[src/rtl/cnn_pkg.sv]
// Shared CNN-pipeline types: default sample width, pooling FSM states and a signed max helper.
package cnn_pkg;

    localparam int T = 12;

    typedef logic signed [T-1:0] sample_t;

    typedef enum logic {
        ACCUM,
        OUTPUT
    } pool_state_t;

    function automatic sample_t smax(input sample_t a, input sample_t b);
        return (a > b) ? a : b;
    endfunction

endpackage

[src/rtl/max_pool_1d.sv]
// Streaming 1-D max-pool (window/stride P) over frames of L signed samples.
// Optional macro POOL_PARTIAL_EN: emit the short trailing window of L mod P samples.
module max_pool_1d #(
    parameter int L = 13,
    parameter int P = 2,
    parameter int T = cnn_pkg::T
) (
    input  logic         clk,
    input  logic         reset,
    input  logic [T-1:0] x_data,
    input  logic         x_valid,
    output logic         x_ready,
    output logic [T-1:0] y_data,
    output logic         y_valid,
    input  logic         y_ready,
    output logic         y_last
);
    import cnn_pkg::*;

    localparam int WW        = $clog2(P);
    localparam int FW        = $clog2(L);
    localparam int LAST_FULL = (L / P) * P - 1;

    pool_state_t            state;
    pool_state_t            state_next;
    logic [WW-1:0]          win_cnt;
    logic [FW-1:0]          frame_cnt;
    logic signed [T-1:0]    max_reg;
    logic signed [T-1:0]    x_s;
    logic                   last_reg;
    logic                   accept;
    logic                   win_full;
    logic                   frame_end;
    logic                   close;
    logic                   close_last;

    assign x_s       = x_data;
    assign accept    = x_valid && x_ready;
    assign win_full  = (win_cnt == WW'(P - 1));
    assign frame_end = (frame_cnt == FW'(L - 1));

    // Without the partial feature the remainder samples are swallowed and the
    // last full window carries the frame marker instead.
`ifdef POOL_PARTIAL_EN
    assign close      = accept && (win_full || frame_end);
    assign close_last = frame_end;
`else
    assign close      = accept && win_full;
    assign close_last = (frame_cnt == FW'(LAST_FULL));
`endif

    always_ff @(posedge clk) begin
        if (reset) begin
            state     <= ACCUM;
            win_cnt   <= '0;
            frame_cnt <= '0;
            max_reg   <= '0;
            last_reg  <= 1'b0;
        end else begin
            state <= state_next;
            if (accept) begin
                max_reg   <= (win_cnt == '0) ? x_s : ((x_s > max_reg) ? x_s : max_reg);
                frame_cnt <= frame_end ? '0 : frame_cnt + FW'(1);
                win_cnt   <= (win_full || frame_end) ? '0 : win_cnt + WW'(1);
                if (close) begin
                    last_reg <= close_last;
                end
            end
            if (y_valid && y_ready) begin
                win_cnt <= '0;
            end
        end
    end

    always_comb begin
        state_next = state;
        case (state)
            ACCUM:   if (close)   state_next = OUTPUT;
            OUTPUT:  if (y_ready) state_next = ACCUM;
            default: state_next = ACCUM;
        endcase
    end

    // Handshake outputs are masked during reset so nothing transfers while it is held.
    always_comb begin
        x_ready = 1'b0;
        y_valid = 1'b0;
        if (!reset) begin
            x_ready = (state == ACCUM);
            y_valid = (state == OUTPUT);
        end
        y_data = max_reg;
        y_last = y_valid && last_reg;
    end

endmodule

[config.mk]
export PLATFORM = sky130hd
export DESIGN_NAME = max_pool_1d
export DESIGN_NICKNAME = d
export VERILOG_FILES = /design/src/rtl/cnn_pkg.sv /design/src/rtl/max_pool_1d.sv
export SDC_FILE = /design/constraint.sdc
export NUM_CORES = 1
export LEC_CHECK = 0
export BUFFER_PORTS_ARGS = -buffer_cell sky130_fd_sc_hd__buf_2
export CAP_MARGIN = 40
export CORE_ASPECT_RATIO = 1.2
export CORE_MARGIN = 2
export CORE_UTILIZATION = 54
export CTS_BUF_LIST = sky130_fd_sc_hd__clkbuf_4 sky130_fd_sc_hd__clkbuf_8
export CTS_CLUSTER_SIZE = 24
export DETAILED_ROUTE_END_ITERATION = 12
export PLACE_DENSITY = 0.81
export SYNTH_ARGS = -nofsm -noshare
export SYNTH_HDL_FRONTEND = slang
export SYNTH_SLANG_ARGS = --single-unit
[constraint.sdc]
create_clock -name clk -period 2.2 [get_ports clk]
set_input_delay 0.11 -clock clk [delete_from_list [all_inputs] [get_ports clk]]
set_output_delay 0.11 -clock clk [all_outputs]
set_load 0.03 [all_outputs]
# Word level (Yosys, flattened, before mapping)
# Cells that the tools add are included.
# word_totals
output_inout_bits,15
elab_cells,29
ff_bits,19
in_bits,16
# op_classes
addsub,2
muxes,9
reduce_logical,8
bitwise,1
n_lt_le_gt_ge,1
eq_ne,3
# op_table
operator,n
$mux 12,2
$gt 12x12->1,1
$eq 4x4->1 const B,2
$mux 1,5
$add 4x1->4 const B,1
$logic_and 1x1->1,4
$mux 4,1
$reduce_and 2->1,2
$ne 2x1->1 const B,1
$pmux 1 s2,1
$reduce_or 2->1,1
$add 1x1->1 const B,1
$logic_or 1x1->1,1
$not 1->1,1

# Logic depth before layout (Yosys ltp)
# logic_depth
ltp_word,6
ltp_mapped,9
depth_no_buf,8

# Worst setup path before layout
# Ideal clock, no wire load.
# synth_path
path_type,register to register
startpoint,register max_reg[11] (netlist: y_data[11])
endpoint,register max_reg[10] (netlist: y_data[10])
slack_ns,-0.018
required_ns,2.068
path_stages_with_launch,9
setup_time_ns,0.132
synth_period_minus_slack_ns,2.218
arrival_time_ns,2.086
n_path_buf,1
cell_sequence,dfxtp_1 -> inv_1 -> ha_1 -> nand4_2 -> o311ai_2 -> o21ba_4 -> buf_6 -> o31ai_1 -> a21oi_1
# synth_between
elab_chain_cells,3
# synth_lines
element,line,rtl
"start, declared",max_pool_1d.sv:28,logic signed [T-1:0] max_reg;
"start signal, assigned",max_pool_1d.sv:62,max_reg <= (win_cnt == '0) ? x_s : ((x_s > max_reg) ? x_s : max_reg);
$gt 12x12->1,max_pool_1d.sv:62,
$ne 2x1->1 (no line),--,
$reduce_and 2->1 (no line),--,
# Every way passes these cells.
# A chain may end at the register's enable or synchronous reset.

# Final worst setup path
# layout_path
startpoint,register max_reg[1] (netlist: y_data[1])
endpoint,register max_reg[1] (netlist: y_data[1])
# The elaborated chain is that of the path after synthesis.

==> impl_metrics.json <==
{
  "post-route-drc-count": 0,
  "antenna_cells_inserted": 0,
  "detail_route.wirelength_um": 3160,
  "die_w_um": 47.7,
  "place_ws_ps": 96.0,
  "synth_area_per_cell_um2": 8.61,
  "max_capacitance_violation_total": 0,
  "numCtsBuffers": 3,
  "final.setup.worst_slack_ps": 76.3,
  "core_region_area_um2": 2230,
  "slew_headroom_pct": 72.9,
  "hpwl_um": 2170,
  "hold_path_depth": 3,
  "areaGrowthSynthToFinish_pct": 24.8,
  "power.total_uw": 854,
  "placement.io_buffers": 30,
  "mostFrequentLayoutCells": "sky130_fd_sc_hd__buf_2, sky130_fd_sc_hd__a21oi_1, sky130_fd_sc_hd__dfxtp_1",
  "num_vias": 1295,
  "clk_path_buf_depth": 2,
  "power.static_leakage_nw": 0.676,
  "worstMarginPinSlew_ps": 406,
  "count_of_flip_flops_with_a_built_in_enable_after_synthesis": 0,
  "peakVddDrop_mv": 0.488,
  "crit_path_cell_trace": "inv_1 > ha_4 > nor2b_1 > o211ai_1 > a211oi_2 > buf_4 > or4_4 > nand4_1 > a21oi_1",
  "hp-start": "x_data[11]",
  "fin_crit_sh_pct": 96.5,
  "cts_tree": "yes",
  "placed_cells": 207,
  "finalMaxSlewViolations": 0,
  "finalHoldViolations": 0,
  "timing.final.setup_violations": 0,
  "final_layout_size_suffix_gt1_share_pct": 33.3,
  "layout.nets": 214,
  "rr_endpoint": "y_data[1]",
  "clock-skew-final_ps": 13.3,
  "worst_setup_hold_path_clk_slew_ps": 120,
  "rr_startpoint": "y_data[1]",
  "postSynthNetCount": 174,
  "cellPowerDensity_nw_per_um2": 552,
  "fin_worst_hold_slack_ps": 48.7,
  "path_delay_family": "simple AND/OR/NAND/NOR gates",
  "cts_sinks": 19,
  "io_pins": 31,
  "count_of_nets_left_with_antenna_violations_after_detail_routing": 0,
  "reg2reg_setup_slack_ps": 80,
  "synth_cell_type_count": 38,
  "placer_s_final_routability_congestion_estimate": 0.841,
  "critical_path_class": "reg -> reg",
  "seq_area_frac_synth_pct": 30.7,
  "total_die_area_um2": 2700,
  "first_iter_violations": 56,
  "filler_free_cell_count_of_the_finished_design": 214,
  "syn-cell-area_um2": 1240,
  "min_path_type": "in -> reg",
  "setup.worst_path.end_class": "flop",
  "leading_cell_type_in_the_layout_fill_and_taps_excluded": "sky130_fd_sc_hd__buf_2",
  "initial_utilization_pct": 55.5,
  "insertion_delay_ps": 300,
  "fmaxAchievable_mhz": 471,
  "avgViaCountPerCell": 6.05,
  "post_synth_inst_count": 144,
  "grt_usage_pct": 23.7,
  "die_h_um": 56.5,
  "reg2regPathDepth": 9,
  "critical_path_arrival_ps": 2310,
  "postPlaceCellArea_um2": 1460,
  "fin_crit_ps": 2120,
  "crit_path_top_delay_cell": "sky130_fd_sc_hd__or4_4",
  "ys_seq_elements": 19,
  "rows": 19,
  "grt_max_degree": 22,
  "ctsHtreeMaxLevel": 1,
  "timing.critical_path.required_ps": 2380,
  "postLayoutCoreUtil_pct": 69.3,
  "cp_max_fo": 6,
  "ys.flop_type": "sky130_fd_sc_hd__dfxtp_1",
  "min_to": "y_data[11]",
  "status": "finished clean",
  "yosys_warnings": 0,
  "clk_root_buffer_cell": "sky130_fd_sc_hd__clkbuf_4",
  "wire_per_inst_um": 14.8,
  "grt_antenna_before_repair": 0,
  "synth-async-reset-ratio_pct": 0,
  "globalRoute.totalOverflow": 0,
  "worst_path_largest_cell_delay_ps": 540,
  "grt_pass1_vias": 1130,
  "num-fill-cells": 204,
  "worstSetupStartpointType": "flop",
  "grt_first_pass_wirelength_um": 4810,
  "setup_tns_ps": 0,
  "crit_buf_inv": 2,
  "post-route-cell-area_um2": 1550,
  "drtPass1Iterations": 4,
  "flip_flop_count_of_the_largest_register_after_layout": 12
}
-- cells in the mapped netlist (2+ instances only) --
cell                        n  area, µm²
sky130_fd_sc_hd__nand2_1    6       22.5
sky130_fd_sc_hd__buf_2      3       15.0
sky130_fd_sc_hd__nor2b_1    2       12.5
sky130_fd_sc_hd__clkbuf_1   2       7.51
sky130_fd_sc_hd__nand4_1   15       93.8
sky130_fd_sc_hd__a21oi_1   18       90.1
sky130_fd_sc_hd__inv_1     15       56.3
sky130_fd_sc_hd__nand2b_1   2       12.5
sky130_fd_sc_hd__o21ai_0    3       15.0
sky130_fd_sc_hd__buf_4      3       22.5
sky130_fd_sc_hd__nor2_1     4       15.0
sky130_fd_sc_hd__ha_1      14        175
sky130_fd_sc_hd__dfxtp_1   19        380
sky130_fd_sc_hd__nor3_1     2       10.0
sky130_fd_sc_hd__o31ai_1   13       97.6
-- worst register-to-register path: stages, from the launching register on --
cell and delay, ps:
sky130_fd_sc_hd__dfxtp_2 340, sky130_fd_sc_hd__inv_1 90, sky130_fd_sc_hd__ha_4 210, sky130_fd_sc_hd__nor2b_1 130
sky130_fd_sc_hd__o211ai_1 230, sky130_fd_sc_hd__a211oi_2 130, sky130_fd_sc_hd__buf_4 170, sky130_fd_sc_hd__or4_4 540
sky130_fd_sc_hd__nand4_1 120, sky130_fd_sc_hd__a21oi_1 70
-- layer usage --
| layer | GRT usage, % | routed length (µm) | vias to the layer above |
|---|---|---|---|
| met5 | 0 | 0 | - |
| met4 | 7.72 | 25 | 0 |
| met3 | 1.93 | 136 | 6 |
| met2 | 41.0 | 1710 | 49 |
| met1 | 29.2 | 1290 | 617 |
| li1 | - | - | 623 |
-- worst max path at each step --
stage | from | end | slack [ps] | cells after the start
after floorplan | y_data[1] | y_data[11] | 50 | 9
after global placement | y_data[1] | y_data[1] | -30 | 8
after detailed placement | y_data[1] | y_data[10] | 100 | 9
after CTS | y_data[1] | y_data[1] | 80 | 9
after global routing | y_data[7] | y_data[4] | -20 | 8
final | y_data[1] | y_data[1] | 80 | 9
-- where the power goes --
part	total [mW]	switching, mW	internal [mW]
Combinational	0.281	0.169	0.113
Clock	0.185	0.117	0.0677
Sequential	0.388	0.0199	0.368
-- cell families (layout without fill, tap and decap cells) --
| group | count (synthesis) | count (layout) | synth area share [%] |
|---|---|---|---|
| flops | 19 | 19 | 30.7 |
| buf+inv | 24 | 62 | 9.08 |
| fa+ha+maj | 14 | 14 | 14.1 |
| compound gates | 47 | 47 | 26.2 |
| simple gates | 40 | 41 | 19.9 |
-- area by class of cell --
| class | count | area [µm²] | area share [%] |
|---|---|---|---|
| tap | 31 | 38.8 | 2.51 |
| inverter | 15 | 56.3 | 3.64 |
| clock inverter | 1 | 5.00 | 0.323 |
| multi-input combinational | 102 | 792 | 51.2 |
| clock buffer | 3 | 22.5 | 1.46 |
| sequential | 19 | 383 | 24.7 |
| timing repair buffer | 43 | 250 | 16.2 |
-- timing repair --
action / CTS / global route
setup buffers: 0 / 1
hold buffers: 1 / 0
hold endpoints to repair: 1 / 0
resized for setup: 0 / 6
setup endpoints to repair: 0 / 11
Note: power is estimated with default switching activity, not from simulation.
